[config.mk]
export PLATFORM = sky130hd
export DESIGN_NAME = alu_arbiter
export DESIGN_NICKNAME = d
export VERILOG_FILES = /design/src/rtl/alu_arbiter.sv
export SDC_FILE = /design/constraint.sdc
export NUM_CORES = 1
export LEC_CHECK = 0
export BUFFER_PORTS_ARGS = -buffer_cell sky130_fd_sc_hd__buf_4
export CAP_MARGIN = 20
export CORE_MARGIN = 4
export CORE_UTILIZATION = 44
export CTS_CLUSTER_DIAMETER = 100
export DETAILED_ROUTE_END_ITERATION = 10
export GPL_ROUTABILITY_DRIVEN = 0
export PLACE_DENSITY = 0.77
export SETUP_SLACK_MARGIN = 0.3
export SYNTH_ARGS = -nofsm -noshare
export SYNTH_HDL_FRONTEND = slang
export SYNTH_SLANG_ARGS = --single-unit
[constraint.sdc]
create_clock -name clk -period 5.2 [get_ports clk]
set_input_delay 0 -clock clk [delete_from_list [all_inputs] [get_ports clk]]
set_output_delay 0 -clock clk [all_outputs]
set_load 0.01 [all_outputs]
[src/rtl/alu_arbiter.sv]
// alu_arbiter: round-robin front end that shares one EX stage between two requesters.
// Latches the winner's operands, kicks EX, and returns result/err with a WAIT timeout.
module alu_arbiter #(
  parameter int DATA_W  = 32,
  parameter int TIMEOUT = 8
) (
  input  logic              clk,
  input  logic              reset,
  input  logic              req0,
  input  logic              req1,
  input  logic [3:0]        op0,
  input  logic [3:0]        op1,
  input  logic [DATA_W-1:0] a0,
  input  logic [DATA_W-1:0] b0,
  input  logic [DATA_W-1:0] a1,
  input  logic [DATA_W-1:0] b1,
  output logic              gnt0,
  output logic              gnt1,
  output logic              rvalid0,
  output logic              rvalid1,
  output logic [DATA_W-1:0] result0,
  output logic [DATA_W-1:0] result1,
  output logic              err0,
  output logic              err1,
  output logic [3:0]        alu_op,
  output logic [DATA_W-1:0] alu_a,
  output logic [DATA_W-1:0] alu_b,
  output logic              alu_start,
  input  logic [DATA_W-1:0] alu_result,
  input  logic              alu_done
);

  typedef enum logic [1:0] {
    S_IDLE  = 2'd0,
    S_ISSUE = 2'd1,
    S_WAIT  = 2'd2
  } state_t;

  localparam logic [7:0] CNT_LAST = 8'(TIMEOUT - 1);

  state_t            r_state, w_state_nxt;
  logic [7:0]        r_cnt, w_cnt_nxt;
  logic              r_win, w_win_nxt;
  logic              r_last, w_last_nxt;
  logic              r_gnt0, w_gnt0_nxt, r_gnt1, w_gnt1_nxt;
  logic              r_rvalid0, w_rvalid0_nxt, r_rvalid1, w_rvalid1_nxt;
  logic              r_err0, w_err0_nxt, r_err1, w_err1_nxt;
  logic [DATA_W-1:0] r_result0, w_result0_nxt, r_result1, w_result1_nxt;
  logic [3:0]        r_alu_op, w_alu_op_nxt;
  logic [DATA_W-1:0] r_alu_a, w_alu_a_nxt, r_alu_b, w_alu_b_nxt;
  logic              r_alu_start, w_alu_start_nxt;
  logic              w_pick, w_fin, w_fin_err;
  logic [DATA_W-1:0] w_fin_res;

  // On a tie the requester that was not served last wins; r_last resets to 1 so requester 0 wins first.
  assign w_pick = (req0 && req1) ? ~r_last : req1;

  // Next-state and next-output logic.
  always_comb begin
    w_state_nxt     = r_state;
    w_cnt_nxt       = r_cnt;
    w_win_nxt       = r_win;
    w_last_nxt      = r_last;
    w_gnt0_nxt      = 1'b0;
    w_gnt1_nxt      = 1'b0;
    w_rvalid0_nxt   = 1'b0;
    w_rvalid1_nxt   = 1'b0;
    w_err0_nxt      = 1'b0;
    w_err1_nxt      = 1'b0;
    w_result0_nxt   = r_result0;
    w_result1_nxt   = r_result1;
    w_alu_op_nxt    = r_alu_op;
    w_alu_a_nxt     = r_alu_a;
    w_alu_b_nxt     = r_alu_b;
    w_alu_start_nxt = 1'b0;
    w_fin           = 1'b0;
    w_fin_err       = 1'b0;
    w_fin_res       = {DATA_W{1'b0}};
    case (r_state)
      S_IDLE: begin
        if (req0 || req1) begin
          w_win_nxt       = w_pick;
          w_gnt0_nxt      = ~w_pick;
          w_gnt1_nxt      = w_pick;
          w_alu_start_nxt = 1'b1;
          w_alu_op_nxt    = w_pick ? op1 : op0;
          w_alu_a_nxt     = w_pick ? a1 : a0;
          w_alu_b_nxt     = w_pick ? b1 : b0;
          w_state_nxt     = S_ISSUE;
        end else begin
          w_state_nxt = S_IDLE;
        end
      end
      S_ISSUE: begin
        w_cnt_nxt   = 8'd0;
        w_state_nxt = S_WAIT;
      end
      S_WAIT: begin
        // A done arriving in the last allowed WAIT cycle still beats the timeout.
        if (alu_done) begin
          w_fin     = 1'b1;
          w_fin_res = alu_result;
        end else if (r_cnt == CNT_LAST) begin
          w_fin     = 1'b1;
          w_fin_err = 1'b1;
        end else begin
          w_cnt_nxt = r_cnt + 8'd1;
        end
      end
      default: begin
        w_state_nxt = S_IDLE;
      end
    endcase
    if (w_fin) begin
      w_state_nxt = S_IDLE;
      w_cnt_nxt   = 8'd0;
      w_last_nxt  = r_win;
      if (r_win) begin
        w_rvalid1_nxt = 1'b1;
        w_err1_nxt    = w_fin_err;
        w_result1_nxt = w_fin_res;
      end else begin
        w_rvalid0_nxt = 1'b1;
        w_err0_nxt    = w_fin_err;
        w_result0_nxt = w_fin_res;
      end
    end else begin
      w_last_nxt = r_last;
    end
  end

  // State and output registers.
  always_ff @(posedge clk or posedge reset) begin
    if (reset) begin
      r_state     <= S_IDLE;
      r_cnt       <= 8'd0;
      r_win       <= 1'b0;
      r_last      <= 1'b1;
      r_gnt0      <= 1'b0;
      r_gnt1      <= 1'b0;
      r_rvalid0   <= 1'b0;
      r_rvalid1   <= 1'b0;
      r_err0      <= 1'b0;
      r_err1      <= 1'b0;
      r_result0   <= {DATA_W{1'b0}};
      r_result1   <= {DATA_W{1'b0}};
      r_alu_op    <= 4'd0;
      r_alu_a     <= {DATA_W{1'b0}};
      r_alu_b     <= {DATA_W{1'b0}};
      r_alu_start <= 1'b0;
    end else begin
      r_state     <= w_state_nxt;
      r_cnt       <= w_cnt_nxt;
      r_win       <= w_win_nxt;
      r_last      <= w_last_nxt;
      r_gnt0      <= w_gnt0_nxt;
      r_gnt1      <= w_gnt1_nxt;
      r_rvalid0   <= w_rvalid0_nxt;
      r_rvalid1   <= w_rvalid1_nxt;
      r_err0      <= w_err0_nxt;
      r_err1      <= w_err1_nxt;
      r_result0   <= w_result0_nxt;
      r_result1   <= w_result1_nxt;
      r_alu_op    <= w_alu_op_nxt;
      r_alu_a     <= w_alu_a_nxt;
      r_alu_b     <= w_alu_b_nxt;
      r_alu_start <= w_alu_start_nxt;
    end
  end

  assign gnt0      = r_gnt0;
  assign gnt1      = r_gnt1;
  assign rvalid0   = r_rvalid0;
  assign rvalid1   = r_rvalid1;
  assign err0      = r_err0;
  assign err1      = r_err1;
  assign result0   = r_result0;
  assign result1   = r_result1;
  assign alu_op    = r_alu_op;
  assign alu_a     = r_alu_a;
  assign alu_b     = r_alu_b;
  assign alu_start = r_alu_start;

endmodule

==> flow_summary.ini <==
[logic_synthesis]
ys_ff_latch = 151
synth_top_area_share_pct = 59.2
synthFlopType = dfrtp_1
async_flop_share_pct = 100
ys_seq_area_share_pct = 59.6
synth_nets = 701
syn_avg_cell_area_um2 = 12.1
netlist_instances = 524
yosys-top-cells-area = dfrtp_1 59%, mux2i_1 10%, a32o_1 10%
yosys-top-cells-count = 150 x dfrtp_1, 75 x nand2_1, 70 x o21ai_0, 66 x mux2i_1, 64 x a32o_1
ys_warn_count = 0
yosysMostFrequentCell = dfrtp_1
synth_top_area_cell = dfrtp_1
synth_area_mm2 = 0.00634
synth-edff-count = 0
yosysUniqueCellTypes = 38

[worst_setup_path]
r2r_slack_ps = 2400
critPathArrivalTime_ps = 3070
critPathLaunchType = flop
path_cells = a21boi_4, buf_4, buf_4, mux2i_1, dlygate4sd3_1, o21ai_0
end_kind = flop
slowest_stage = buf_4
timing.rr.start = r_last$_DFFE_PP1N_
reg2regPathDepth = 6
crit_type = reg -> reg
critPathRequiredTime_ps = 5470
cp_max_fo = 47
timing.rr.end = alu_a[14]$_DFFE_PP0P_
worst_path_most_repeated_cell = buf_4
crit_path_max_incr_delay_ps = 710

[clock_tree]
clockRootBuffer = clkbuf_16
post_cts_buffers = 0
cts_sinks = 151
clk_latency_ps = 410
path_clk_slew_ps = 60
cts_made_buffers = 17
ctsHoldBuffers = 173
cts_tree = done
clockBufferDepth = 2
h-tree-depth = 4
cts_resized = 0

[detailed_routing]
highest_layer = met4
wl_met2_um = 12300
drtPass1Iterations = 5
num_vias = 6525
wire_per_inst_um = 20.6
drc = 0
wl_met3_um = 2320
viasPerCell = 5.51
met1_length_um = 8400
initialDrtViolationCount = 456
antenna_left = 0
routed_wl_um = 24500

[outcome]
status = complete, no violations

[grt]
grt_max_degree = 134
grt_overflow = 0
grt_pass1_wl_um = 37100
grt_util_all_layers_pct = 29.4
antenna_found_initial = 1
grt_pass1_vias = 7005

[die]
die_y_um = 128
coreArea_mm2 = 0.0140
std_cell_rows = 43
start_util_pct = 45.3
pin_count = 312
die_area_mm2 = 0.0164
die_width_um = 128

[final_layout]
final_core_util_pct = 79.3
area_growth_pct = 75.0
final-seq-area_mm2 = 0.00378
final.fill_count = 760
multi_input_area_mm2 = 0.00233
drive_above_1_share_pct = 36.0
layout.nets = 1168

[timing]
rsz0062_at_grt = no
hold_violations = 0
fin_tns_setup_ps = 0
drv_slew = 0
fmax_ghz = 0.358
layout_min_cycle_time_ps = 2800
tightest_slew_ps = 953
setup_violations = 0
whs_ps = 33.8
relSlewSlack_pct = 36.2
finalCritPeriodShare_pct = 53.8
fin_skew_ps = 10.2

[job]
drv_cap = 0

[place]
dpl.hpwl_um = 14200
io_buffers = 311

[hold_path]
worstHoldStart = alu_done
holdPathEnd = r_last$_DFFE_PP1N_
worstHoldPathCells = 3
hold_path_class = in -> reg

[power_and_ir_drop]
pwr_density_cell_mw_per_mm2 = 515
ir_drop_mv = 0.313
p_leak_nw = 5.35
report_power, final:
part | total (mW) | internal (mW) | switching (mW)
Sequential | 2.05 | 1.70 | 0.356
Combinational | 2.55 | 1.28 | 1.27
Clock | 1.11 | 0.637 | 0.476
Total | 5.71 | 3.61 | 2.10
sequential cells by signal (all words and copies together) (netlist names), 2 cells and up:
name	count
r_state	2
r_cnt	8
alu_op	4
result0	32
alu_b	32
alu_a	32
result1	32
worst max-delay path, delay by kind of cell (launching register included):
| kind | cells | cell delay (ps) |
|---|---|---|
| AO/OA/AOI/OAI | 2 | 450 |
| flip-flops | 1 | 390 |
| buffers and inverters | 3 | 1610 |
| multiplexers | 1 | 160 |
placed cells by master, fill, tap and decap left out, drive strengths merged, types with 2 or more instances in the layout:
cell and instances:
clkinvlp 5, mux2i 66, o211ai 2, clkinv 5, o2bb2ai 2, nor2 3, dlygate4sd3 173, and3 2
o21ai 70, and2 2, nand3 3, nor3 2, xnor2 2, buf 319, dfrtp 150, o22ai 3
ha 4, nand2 75, inv 10, a32o 64, clkbuf 22, a22oi 3, a21oi 3
area by class of cell:
type / count / share of cell area, %
multi-input combinational: 319 / 21.0
timing repair buffer: 492 / 37.7
clock inverter: 10 / 0.665
antenna: 1 / 0.0226
clock buffer: 22 / 4.18
inverter: 10 / 0.383
sequential: 151 / 34.1
tap: 180 / 2.03
metrics by stage:
stage / total power [mW] / setup slack (ps) / instance area (µm²) / std cells
floorplan: 3.06 / 1140 / 6340 / 524
global placement: 4.14 / 3070 / 8750 / 976
detailed placement: 4.24 / 2950 / 8750 / 976
CTS: 5.53 / 1900 / 11000 / 1181
global route: 6.01 / 2290 / 11100 / 1185
finish: 5.71 / 2400 / 11100 / 1185
worst max-delay path by stage:
stage                                       from                 endpoint  slack, ps  cells past startpoint
after floorplan                            reset     alu_a[0]$_DFFE_PP0P_       1140                      1
after detailed placement  r_state[0]$_DFFE_PP0P_    alu_b[31]$_DFFE_PP0P_       2950                      7
after global routing          r_last$_DFFE_PP1N_    alu_a[14]$_DFFE_PP0P_       2290                      6
after CTS                 r_state[0]$_DFFE_PP0P_    alu_b[31]$_DFFE_PP0P_       1900                      9
after global placement      r_cnt[3]$_DFFE_PP0P_  result1[19]$_DFFE_PP0P_       3070                      4
final                         r_last$_DFFE_PP1N_    alu_a[14]$_DFFE_PP0P_       2400                      6
logic make-up after synthesis:
logic type | after synthesis | share of synthesized area, %
mux | 66 | 10.4
simple gates | 95 | 6.55
xor+xnor | 2 | 0.276
compound gates | 152 | 18.3
flops | 151 | 59.6
buf+inv | 54 | 4.01
fa+ha+maj | 4 | 0.789
routing by layer:
metal | up-vias | global-route usage, %
met5 | - | 0
met4 | 0 | 16.9
met3 | 99 | 9.21
met2 | 412 | 50.2
met1 | 3145 | 32.2
li1 | 2869 | -
Note: power is estimated with default switching activity, not from simulation.
